**src/rtl/snake_pkg.sv**
```systemverilog
// Shared types for the snake body slice: directions, FSM states and
// default coordinate widths.
package snake_pkg;

  localparam int COORD_W_D = 5;
  localparam int SEG_W_D   = 2 * COORD_W_D;

  typedef enum logic [1:0] {
    DIR_UP    = 2'd0,
    DIR_RIGHT = 2'd1,
    DIR_DOWN  = 2'd2,
    DIR_LEFT  = 2'd3
  } dir_e;

  typedef enum logic [1:0] {
    S_IDLE = 2'd0,
    S_RUN  = 2'd1,
    S_DEAD = 2'd2
  } state_e;

  // up<->down and left<->right differ only in bit 1
  function automatic dir_e opposite(dir_e d);
    return dir_e'(d ^ 2'b10);
  endfunction

endpackage

```
**src/rtl/snake_body_if.sv**
```systemverilog
// Control/status bundle between the game controller and snake_body.
// master drives the controls, slave is the snake body.
interface snake_body_if
  import snake_pkg::*;
#(
  parameter int MAX_LEN = 16,
  parameter int COORD_W = COORD_W_D
);
  localparam int SEG_W = 2 * COORD_W;
  localparam int LEN_W = $clog2(MAX_LEN + 1);

  logic                     start;
  logic                     tick;
  logic [1:0]               dir_req;
  logic                     grow;
  logic                     stop;
  logic [MAX_LEN*SEG_W-1:0] snake;
  logic [LEN_W-1:0]         len;
  logic                     alive;
  logic                     moved;

  modport master (
    output start, tick, dir_req, grow, stop,
    input  snake, len, alive, moved
  );

  modport slave (
    input  start, tick, dir_req, grow, stop,
    output snake, len, alive, moved
  );
endinterface

```
**src/rtl/snake_next_head.sv**
```systemverilog
// Combinational next-head step with field-edge handling.
// SNAKE_WRAP_EN defined: wrap at edges; undefined: flag leaving the field.
module snake_next_head
  import snake_pkg::*;
#(
  parameter int COORD_W = COORD_W_D,
  parameter int FIELD_W = 30,
  parameter int FIELD_H = 24
) (
  input  logic [2*COORD_W-1:0] i_head,
  input  dir_e                 i_dir,
  output logic [2*COORD_W-1:0] o_head,
  output logic                 o_out
);
  localparam logic [COORD_W-1:0] XMAX = COORD_W'(FIELD_W - 1);
  localparam logic [COORD_W-1:0] YMAX = COORD_W'(FIELD_H - 1);

  logic [COORD_W-1:0] w_x;
  logic [COORD_W-1:0] w_y;
  logic [COORD_W-1:0] w_nx;
  logic [COORD_W-1:0] w_ny;
  logic               w_edge;

  assign w_x = i_head[COORD_W-1:0];
  assign w_y = i_head[2*COORD_W-1:COORD_W];

  always_comb begin
    w_nx   = w_x;
    w_ny   = w_y;
    w_edge = 1'b0;
    unique case (i_dir)
      DIR_UP: begin
        w_edge = (w_y == '0);
        w_ny   = w_edge ? YMAX : w_y - 1'b1;
      end
      DIR_RIGHT: begin
        w_edge = (w_x == XMAX);
        w_nx   = w_edge ? '0 : w_x + 1'b1;
      end
      DIR_DOWN: begin
        w_edge = (w_y == YMAX);
        w_ny   = w_edge ? '0 : w_y + 1'b1;
      end
      DIR_LEFT: begin
        w_edge = (w_x == '0);
        w_nx   = w_edge ? XMAX : w_x - 1'b1;
      end
    endcase
  end

  assign o_head = {w_ny, w_nx};

`ifdef SNAKE_WRAP_EN
  assign o_out = 1'b0;
`else
  assign o_out = w_edge;
`endif

endmodule

```
**src/rtl/snake_body.sv**
```systemverilog
// Snake body shift register with IDLE/RUN/DEAD control FSM.
// Edge behaviour selected by SNAKE_WRAP_EN (see snake_next_head).
module snake_body
  import snake_pkg::*;
#(
  parameter int MAX_LEN  = 16,
  parameter int COORD_W  = COORD_W_D,
  parameter int FIELD_W  = 30,
  parameter int FIELD_H  = 24,
  parameter int INIT_LEN = 3,
  parameter int INIT_X   = 8,
  parameter int INIT_Y   = 8
) (
  input logic         clk,
  input logic         rst_n,
  snake_body_if.slave bus
);
  localparam int SEG_W = 2 * COORD_W;
  localparam int LEN_W = $clog2(MAX_LEN + 1);
  localparam int IDX_W = $clog2(MAX_LEN);
  localparam int SNK_W = MAX_LEN * SEG_W;

  function automatic logic [SNK_W-1:0] init_body();
    logic [SNK_W-1:0] b;
    int kk;
    b = '0;
    for (int k = 0; k < MAX_LEN; k++) begin
      kk = (k < INIT_LEN) ? k : INIT_LEN - 1;
      b[k*SEG_W +: SEG_W] = {COORD_W'(INIT_Y), COORD_W'(INIT_X - kk)};
    end
    return b;
  endfunction

  localparam logic [SNK_W-1:0] INIT_BODY = init_body();

  state_e           r_state;
  logic [SNK_W-1:0] r_snake;
  logic [LEN_W-1:0] r_len;
  dir_e             r_dir;
  logic             r_grow;
  logic             r_alive;
  logic             r_moved;

  dir_e             w_req;
  dir_e             w_dir;
  logic [SEG_W-1:0] w_head;
  logic             w_out;
  logic             w_grow;
  logic [LEN_W-1:0] w_len;
  logic [IDX_W-1:0] w_tidx;
  logic [SEG_W-1:0] w_sh [MAX_LEN];
  logic [SEG_W-1:0] w_tail;
  logic [SNK_W-1:0] w_next;

  assign w_req  = dir_e'(bus.dir_req);
  assign w_dir  = (w_req == opposite(r_dir)) ? r_dir : w_req;
  assign w_grow = r_grow | bus.grow;
  assign w_len  = (w_grow && r_len != LEN_W'(MAX_LEN)) ?
                  r_len + 1'b1 : r_len;
  assign w_tidx = IDX_W'(w_len - 1'b1);

  snake_next_head #(
    .COORD_W (COORD_W),
    .FIELD_W (FIELD_W),
    .FIELD_H (FIELD_H)
  ) u_next (
    .i_head (r_snake[SEG_W-1:0]),
    .i_dir  (w_dir),
    .o_head (w_head),
    .o_out  (w_out)
  );

  // Shift tailward, then copy the new tail into every unused slot
  always_comb begin
    w_sh[0] = w_head;
    for (int i = 1; i < MAX_LEN; i++)
      w_sh[i] = r_snake[(i-1)*SEG_W +: SEG_W];
    w_tail = w_sh[w_tidx];
    w_next = '0;
    for (int i = 0; i < MAX_LEN; i++)
      w_next[i*SEG_W +: SEG_W] = (LEN_W'(i) < w_len) ? w_sh[i] : w_tail;
  end

  always_ff @(posedge clk or negedge rst_n) begin
    if (!rst_n) begin
      r_state <= S_IDLE;
      r_snake <= '0;
      r_len   <= '0;
      r_dir   <= DIR_RIGHT;
      r_grow  <= 1'b0;
      r_alive <= 1'b0;
      r_moved <= 1'b0;
    end else begin
      r_moved <= 1'b0;
      if (bus.start) begin
        r_state <= S_RUN;
        r_snake <= INIT_BODY;
        r_len   <= LEN_W'(INIT_LEN);
        r_dir   <= DIR_RIGHT;
        r_grow  <= 1'b0;
        r_alive <= 1'b1;
      end else begin
        if (bus.grow)
          r_grow <= 1'b1;
        unique case (r_state)
          S_RUN: begin
            if (bus.stop || (bus.tick && w_out)) begin
              r_state <= S_DEAD;
              r_alive <= 1'b0;
            end else if (bus.tick) begin
              r_snake <= w_next;
              r_len   <= w_len;
              r_dir   <= w_dir;
              r_grow  <= 1'b0;
              r_moved <= 1'b1;
            end
          end
          S_IDLE, S_DEAD: ;
          default: r_state <= S_IDLE;
        endcase
      end
    end
  end

  assign bus.snake = r_snake;
  assign bus.len   = r_len;
  assign bus.alive = r_alive;
  assign bus.moved = r_moved;

endmodule

```
**src/flat_wrapper.sv**
```systemverilog
// flat-port wrapper written by rule: the top's interface ports become plain ports
module snake_body_flat import snake_pkg::*;
#(
  parameter int MAX_LEN  = 16,
  parameter int COORD_W  = COORD_W_D,
  parameter int FIELD_W  = 30,
  parameter int FIELD_H  = 24,
  parameter int INIT_LEN = 3,
  parameter int INIT_X   = 8,
  parameter int INIT_Y   = 8
)
  (clk, rst_n, bus_start, bus_tick, bus_dir_req, bus_grow, bus_stop, bus_snake, bus_len, bus_alive, bus_moved);
  snake_body_if #(.MAX_LEN(MAX_LEN), .COORD_W(COORD_W)) bus_i ();
  input logic clk;
  input logic rst_n;
  input wire logic [$bits(bus_i.start)-1:0] bus_start;
  input wire logic [$bits(bus_i.tick)-1:0] bus_tick;
  input wire logic [$bits(bus_i.dir_req)-1:0] bus_dir_req;
  input wire logic [$bits(bus_i.grow)-1:0] bus_grow;
  input wire logic [$bits(bus_i.stop)-1:0] bus_stop;
  output wire logic [$bits(bus_i.snake)-1:0] bus_snake;
  output wire logic [$bits(bus_i.len)-1:0] bus_len;
  output wire logic [$bits(bus_i.alive)-1:0] bus_alive;
  output wire logic [$bits(bus_i.moved)-1:0] bus_moved;
  assign bus_i.start = bus_start;
  assign bus_i.tick = bus_tick;
  assign bus_i.dir_req = bus_dir_req;
  assign bus_i.grow = bus_grow;
  assign bus_i.stop = bus_stop;
  assign bus_snake = bus_i.snake;
  assign bus_len = bus_i.len;
  assign bus_alive = bus_i.alive;
  assign bus_moved = bus_i.moved;
  snake_body #(.MAX_LEN(MAX_LEN), .COORD_W(COORD_W), .FIELD_W(FIELD_W), .FIELD_H(FIELD_H), .INIT_LEN(INIT_LEN), .INIT_X(INIT_X), .INIT_Y(INIT_Y)) u_core (.clk(clk), .rst_n(rst_n), .bus(bus_i));
endmodule
```
**config.mk**
```make
export PLATFORM = sky130hd
export DESIGN_NAME = snake_body_flat
export DESIGN_NICKNAME = d
export VERILOG_FILES = /design/src/rtl/snake_pkg.sv /design/src/rtl/snake_body_if.sv /design/src/rtl/snake_next_head.sv /design/src/rtl/snake_body.sv /design/src/flat_wrapper.sv
export SDC_FILE = /design/constraint.sdc
export NUM_CORES = 1
export LEC_CHECK = 0
export ABC_AREA = 1
export CAP_MARGIN = 20
export CORE_UTILIZATION = 40
export DETAILED_ROUTE_END_ITERATION = 8
export SYNTH_ARGS = -nofsm -noshare
export SYNTH_HDL_FRONTEND = slang
export SYNTH_SLANG_ARGS = --single-unit
```
**constraint.sdc**
```tcl
create_clock -name clk -period 10.3 [get_ports clk]
set_input_delay 1.03 -clock clk [delete_from_list [all_inputs] [get_ports clk]]
set_output_delay 1.03 -clock clk [all_outputs]
set_load 0.01 [all_outputs]
```
==> results.yml <==
status:
  status: "complete, no violations"
logic_synthesis:
  yosys-top-cells-area: "dfrtp_1 (39%), nand2_1 (14%), nand3_1 (12%)"
  yosysTopAreaCellShare_pct: 39.1
  avgSynthCellArea_um2: 6.82
  synth_fp_nets: 1623
  netlist_area_mm2: 0.0110
  synth_commonest_cells: "nand2_1 (412), nand3_1 (257), a21oi_1 (183)"
  syn_inst: 1607
  synth.distinct_cells: 38
  yosysWarnings: 0
  ys_seq_elements: 172
  synth_edf_count: 0
  ys.flop_type: "dfrtp_1"
  yosysSeqAreaShare_pct: 39.3
  synth.most_common_cell: "nand2_1"
  synth-async-reset-ratio_pct: 100
  synth_area_leader_cell: "dfrtp_1"
routing:
  drt.antenna.violating_nets: 0
  routed_wl_um: 44300
  via_per_inst: 5.73
  dr.pass1.iters: 6
  drcViolationCount: 0
  drt_iter0_drc: 1272
  wl_per_cell_um: 21.4
  vias: 11900
sta:
  fin_tns_setup_ps: 0
  slew_headroom_pct: 39.6
  rsz0062_at_grt: "no"
  max_slew.worst_pin.slew_ps: 906
  skew_ps: 10.8
  hold_viol: 0
  fin_crit_sh_pct: 56.1
  slew_violations: 0
  setup_viol: 0
  fmax_mhz: 173
  final.min_clock_period_ps: 5780
  whs_ps: 471
setup_path:
  arrival_ps: 6090
  path_class: "input port to register"
  reg2reg_slack_ps: 4660
  rr_startpoint: "u_core.bus.len[0]"
  r2r_cells: 18
  critical_path.max_fanout: 59
  worstPathRequired_ps: 10620
  regToRegEndpoint: "u_core.bus.snake[17]"
  cp-end-kind: "register"
  startpoint_type: "input port"
floorplanning:
  row_count: 60
  die_h_um: 168
  die_w_um: 168
  pin_count: 175
  dieArea_mm2: 0.0281
  start_util_pct: 40.8
  coreArea_mm2: 0.0269
worst_hold_path:
  hold_end: "u_core.r_state[1]"
  whs_path_depth: 1
  hold_class: "register to register"
  min_from: "u_core.r_state[0]"
global_route:
  grt_first_pass_wirelength_um: 68500
  grt_pass1_vias: 11200
  grt_antenna_before_repair: 0
  track_usage_pct: 31.9
  grt_max_degree: 111
  grt-ovfl-total: 0
final_layout:
  antenna_cells: 0
  fin_nets: 1730
  area_growth_pct: 21.4
  final_cell_area_mm2: 0.0133
  drive_above_1_share_pct: 5.62
clocking:
  hold_buffers: 0
  cts_root_buffer: "clkbuf_16"
  path_clk_slew_ps: 70
  cts-htree-levels: 4
  cts-resized-gates: 0
  numCtsBuffers: 17
  post-cts-setup-buffers: 0
  cts.sinks: 172
  clock_latency_ps: 440
  clockBufferDepth: 2
  cts_tree: "done"
power_and_ir_drop:
  leakagePower_nw: 5.97
  power.density_mw_per_mm2: 179
  ir_worst_vdd_mv: 0.0922
place:
  portBuffers: 174
  place.gp.congestion: 0.943
  dp_hpwl_um: 30000
  placed_area_mm2: 0.0127
run:
  cap_violations: 0
[cell usage in the layout (no fill, tap or decap), drive strengths merged]
master,count
clkdlybuf4s50,173
o31ai,1
clkinv,12
or2,4
ha,8
inv,155
nor2,115
a21oi,183
a31oi,2
nand4,17
nor3,1
nand3,263
clkinvlp,2
o21a,1
o211ai,3
xor2,4
clkbuf,18
dfrtp,171
o21ai,133
nand3b,3
nand2,429
bufinv,2
buf,19
o22ai,4
dfstp,1
xnor2,3
[stage by stage]
step           utilization (%)  cells  worst slack (ps)  power [mW]
4_1_cts                   49.4   2067              4670        2.36
3_5_place_dp              47.2   2035              4200        1.68
3_3_place_gp              47.2   2035              4290        1.68
6_report                  49.5   2068              4520        2.38
2_1_floorplan                -   1607              6590        1.34
5_1_grt                   49.5   2068              4200        2.49
[sequential cells by signal, indices dropped and copies added, names as in the netlist]
register	count
u_core.bus.moved	1
u_core.r_state	2
u_core.bus.snake	160
u_core.bus.len	5
u_core.bus.alive	1
u_core.r_grow	1
u_core.r_dir	2
[per-layer routing]
metal  global-route usage (%)  up-vias  part of all wire [%]
li1                         -     5472                     -
met1                     45.4     5676                    44
met2                     48.2      628                    44
met3                     5.06       79                   8.5
met4                     13.3        0                   3.6
met5                        0        -                     0
[cell families (layout without fill, tap and decap cells)]
group | count (synthesis) | in the layout | synth area share [%]
compound gates | 327 | 327 | 15.2
simple gates | 832 | 832 | 33.3
fa+ha+maj | 8 | 8 | 0.913
flops | 172 | 172 | 39.3
buf+inv | 261 | 381 | 10.8
xor+xnor | 7 | 7 | 0.559
[worst max-delay path, cell delays in order]
cell             delay (ps)
clkdlybuf4s50_1         460
nor2_1                   50
inv_1                   190
nand3_4                 430
nand2_4                 520
buf_4                   610
ha_1                    370
inv_1                   250
buf_4                   470
nand3_1                 130
nand3_1                 150
nand3_1                 120
nand2_1                 580
nand2_1                 250
nor2_1                  280
o21ai_0                 110
[how the worst max path moves through the flow]
stage | to | from | slack (ps) | cells after the start
after CTS | u_core.bus.snake[40] | bus_grow | 4670 | 18
after global routing | u_core.bus.snake[40] | bus_grow | 4200 | 18
final | u_core.bus.snake[17] | bus_grow | 4520 | 16
after global placement | u_core.bus.snake[40] | bus_grow | 4290 | 18
after floorplan | u_core.bus.snake[50] | bus_grow | 6590 | 21
after detailed placement | u_core.bus.snake[40] | bus_grow | 4200 | 18
[area by class of cell]
| cell class | count | area [um2] |
|---|---|---|
| fill | 2744 | 13600 |
| multi-input combinational | 1174 | 5480 |
| sequential | 172 | 4310 |
| timing repair buffer | 192 | 1900 |
| inverter | 157 | 589 |
| clock buffer | 18 | 439 |
| tap | 341 | 427 |
| clock inverter | 14 | 158 |
[report_power, final]
part,switching [mW],leakage [nW],total (mW),internal [mW]
logic,0.630,3.56,0.897,0.267
registers,0.0736,2.12,0.799,0.725
clock network,0.311,0.289,0.680,0.369
total,1.01,5.97,2.38,1.36
Power figures use the tool's default switching activity.
==> variant (same settings) <==
Build with the macro `SNAKE_WRAP_EN` defined.
--- a/src/rtl/snake_next_head.sv
+++ b/src/rtl/snake_next_head.sv
@@ -1,5 +1,7 @@
 // Combinational next-head step with field-edge handling.
 // SNAKE_WRAP_EN defined: wrap at edges; undefined: flag leaving the field.
+`define SNAKE_WRAP_EN
+
 module snake_next_head
   import snake_pkg::*;
 #(
Behaviour: same outputs for any inputs over 4 cycles, from zero or initial values and one cycle with rst_n low; that may be too few to reach the edited logic, so the function may still have changed.
==> variant against the original RTL <==
  * The flow now finishes with violations (DRC)
  * Power fell by 2.9%
  * Sequential share of layout area up 0.39 points
  * Register-to-register slack improved by 0.10 ns
  * Clock power down 7.8%
  * Area after synthesis shrank 1.2%
  * Final area decreased by 1.2%
  * Combinational power is 1% lower
  * Wire length shrank 2.7%
  * Fmax fell by 1.4%
  * Sequential cell count is the same
  * Worst setup slack worse by 0.083 ns
  * Cell count is 0.53% lower
  * Critical endpoint is now u_core.bus.snake[10]
==> variant: results <==
[detailed_routing]
route.detailed.vias_per_inst = 5.705
m1WireLength_mm = 18.27
wirelength_mm = 43.13
post_drt_wl_per_cell_um = 20.97
wl_met3_mm = 3.795
post-route-drc-count = 7
first_pass_iters = 7
detail_route.iter0.violations = 1411

[pwr]
share_seq_of_total_power_pct = 34.4
power_leakage_nw = 6.104
power.switching_w = 0.0009951
internal_power_w = 0.001311
gate_power_share_pct = 38.4
peakVddDrop_v = 0.00008686

[worst_setup_path]
crit_path_top_delay_cell = "nand2_2"
critical_path_arrival_ns = 6.18
max_stage_delay_on_crit_path_ns = 0.67
path_max_fanout = 47

[synth]
post_synth_main_area_contributors = "dfrtp_1 (40%), nand2_1 (16%), nand3_1 (11%)"
synth_compound_gate_area_share_pct = 13.89
synthAdderAreaFrac_pct = 0.9244
seq_area_frac_synth_pct = 39.76
synth.lib_cells_used.distinct = 35
yosys_warnings = 0
syn-instance-count = 1603
post_synth_xor_xnor_area_pct = 0.5547
synth.top_cells.by_count = "nand2_1 (471), nand3_1 (239), dfrtp_1 (171), inv_1 (156), a21oi_1 (120)"

[global_routing]
grtUsageMet3_pct = 4.515
gr-usage-met2_pct = 48.36
globalRouteMet1Util_pct = 43.62
grt_max_degree = 95
via_count_of_the_first_global_routing_pass = 10851
first_pass_grt_wire_length_mm = 66.13
groute.usage.overall_pct = 31.04

[sta]
worstMarginPinSlew_ns = 1.072
clock_skew_ns = 0.01077

[clock_network]
ctsResizeCount = 0

[min_path]
hp-class = "register to register"

[place]
placed_cells_incl_taps = 2025
post-place-ws_ns = 4.141
dpl.hpwl_mm = 29.15
postPlaceCellArea_mm2 = 0.01260

[cells_and_area]
fillers = 2698
finalNetCount = 1725
drive_gt1_share_pct = 5.285

[run_status]
violations = "DRC"
outcome = "finished, violations left"

[floorplan]
fp.dieW_um = 166.5
[variant: layout make-up]
type / instances / area (um2) / area share, %
multi-input cells: 1161 / 5394 / 41.04
flip-flops and latches: 172 / 4305 / 32.76
repair buffers: 187 / 1841 / 14.00
inverters: 170 / 638.1 / 4.855
clock buffers: 18 / 439.2 / 3.341
well taps: 335 / 419.2 / 3.189
clock inverters: 14 / 107.6 / 0.8187
[variant: worst paths after layout]
path                                         from              endpoint  slack (ns)  cells after the start
worst max-delay path                     bus_grow  u_core.bus.snake[10]        4.44                     18
worst min-delay path             u_core.bus.alive      u_core.bus.alive        0.49                      2
worst max register to register  u_core.bus.len[0]  u_core.bus.snake[10]        4.76                     20
worst min register to register   u_core.bus.alive      u_core.bus.alive        0.49                      2
max in group asynchronous                   rst_n  u_core.bus.snake[20]        8.41                      2
min in group asynchronous                   rst_n      u_core.bus.alive        0.65                      1
[variant: worst min-delay path: stages, from the launching register on]
cell and delay (ns):
dfrtp_1 0.35, nand2_1 0.05, nand2_1 0.05
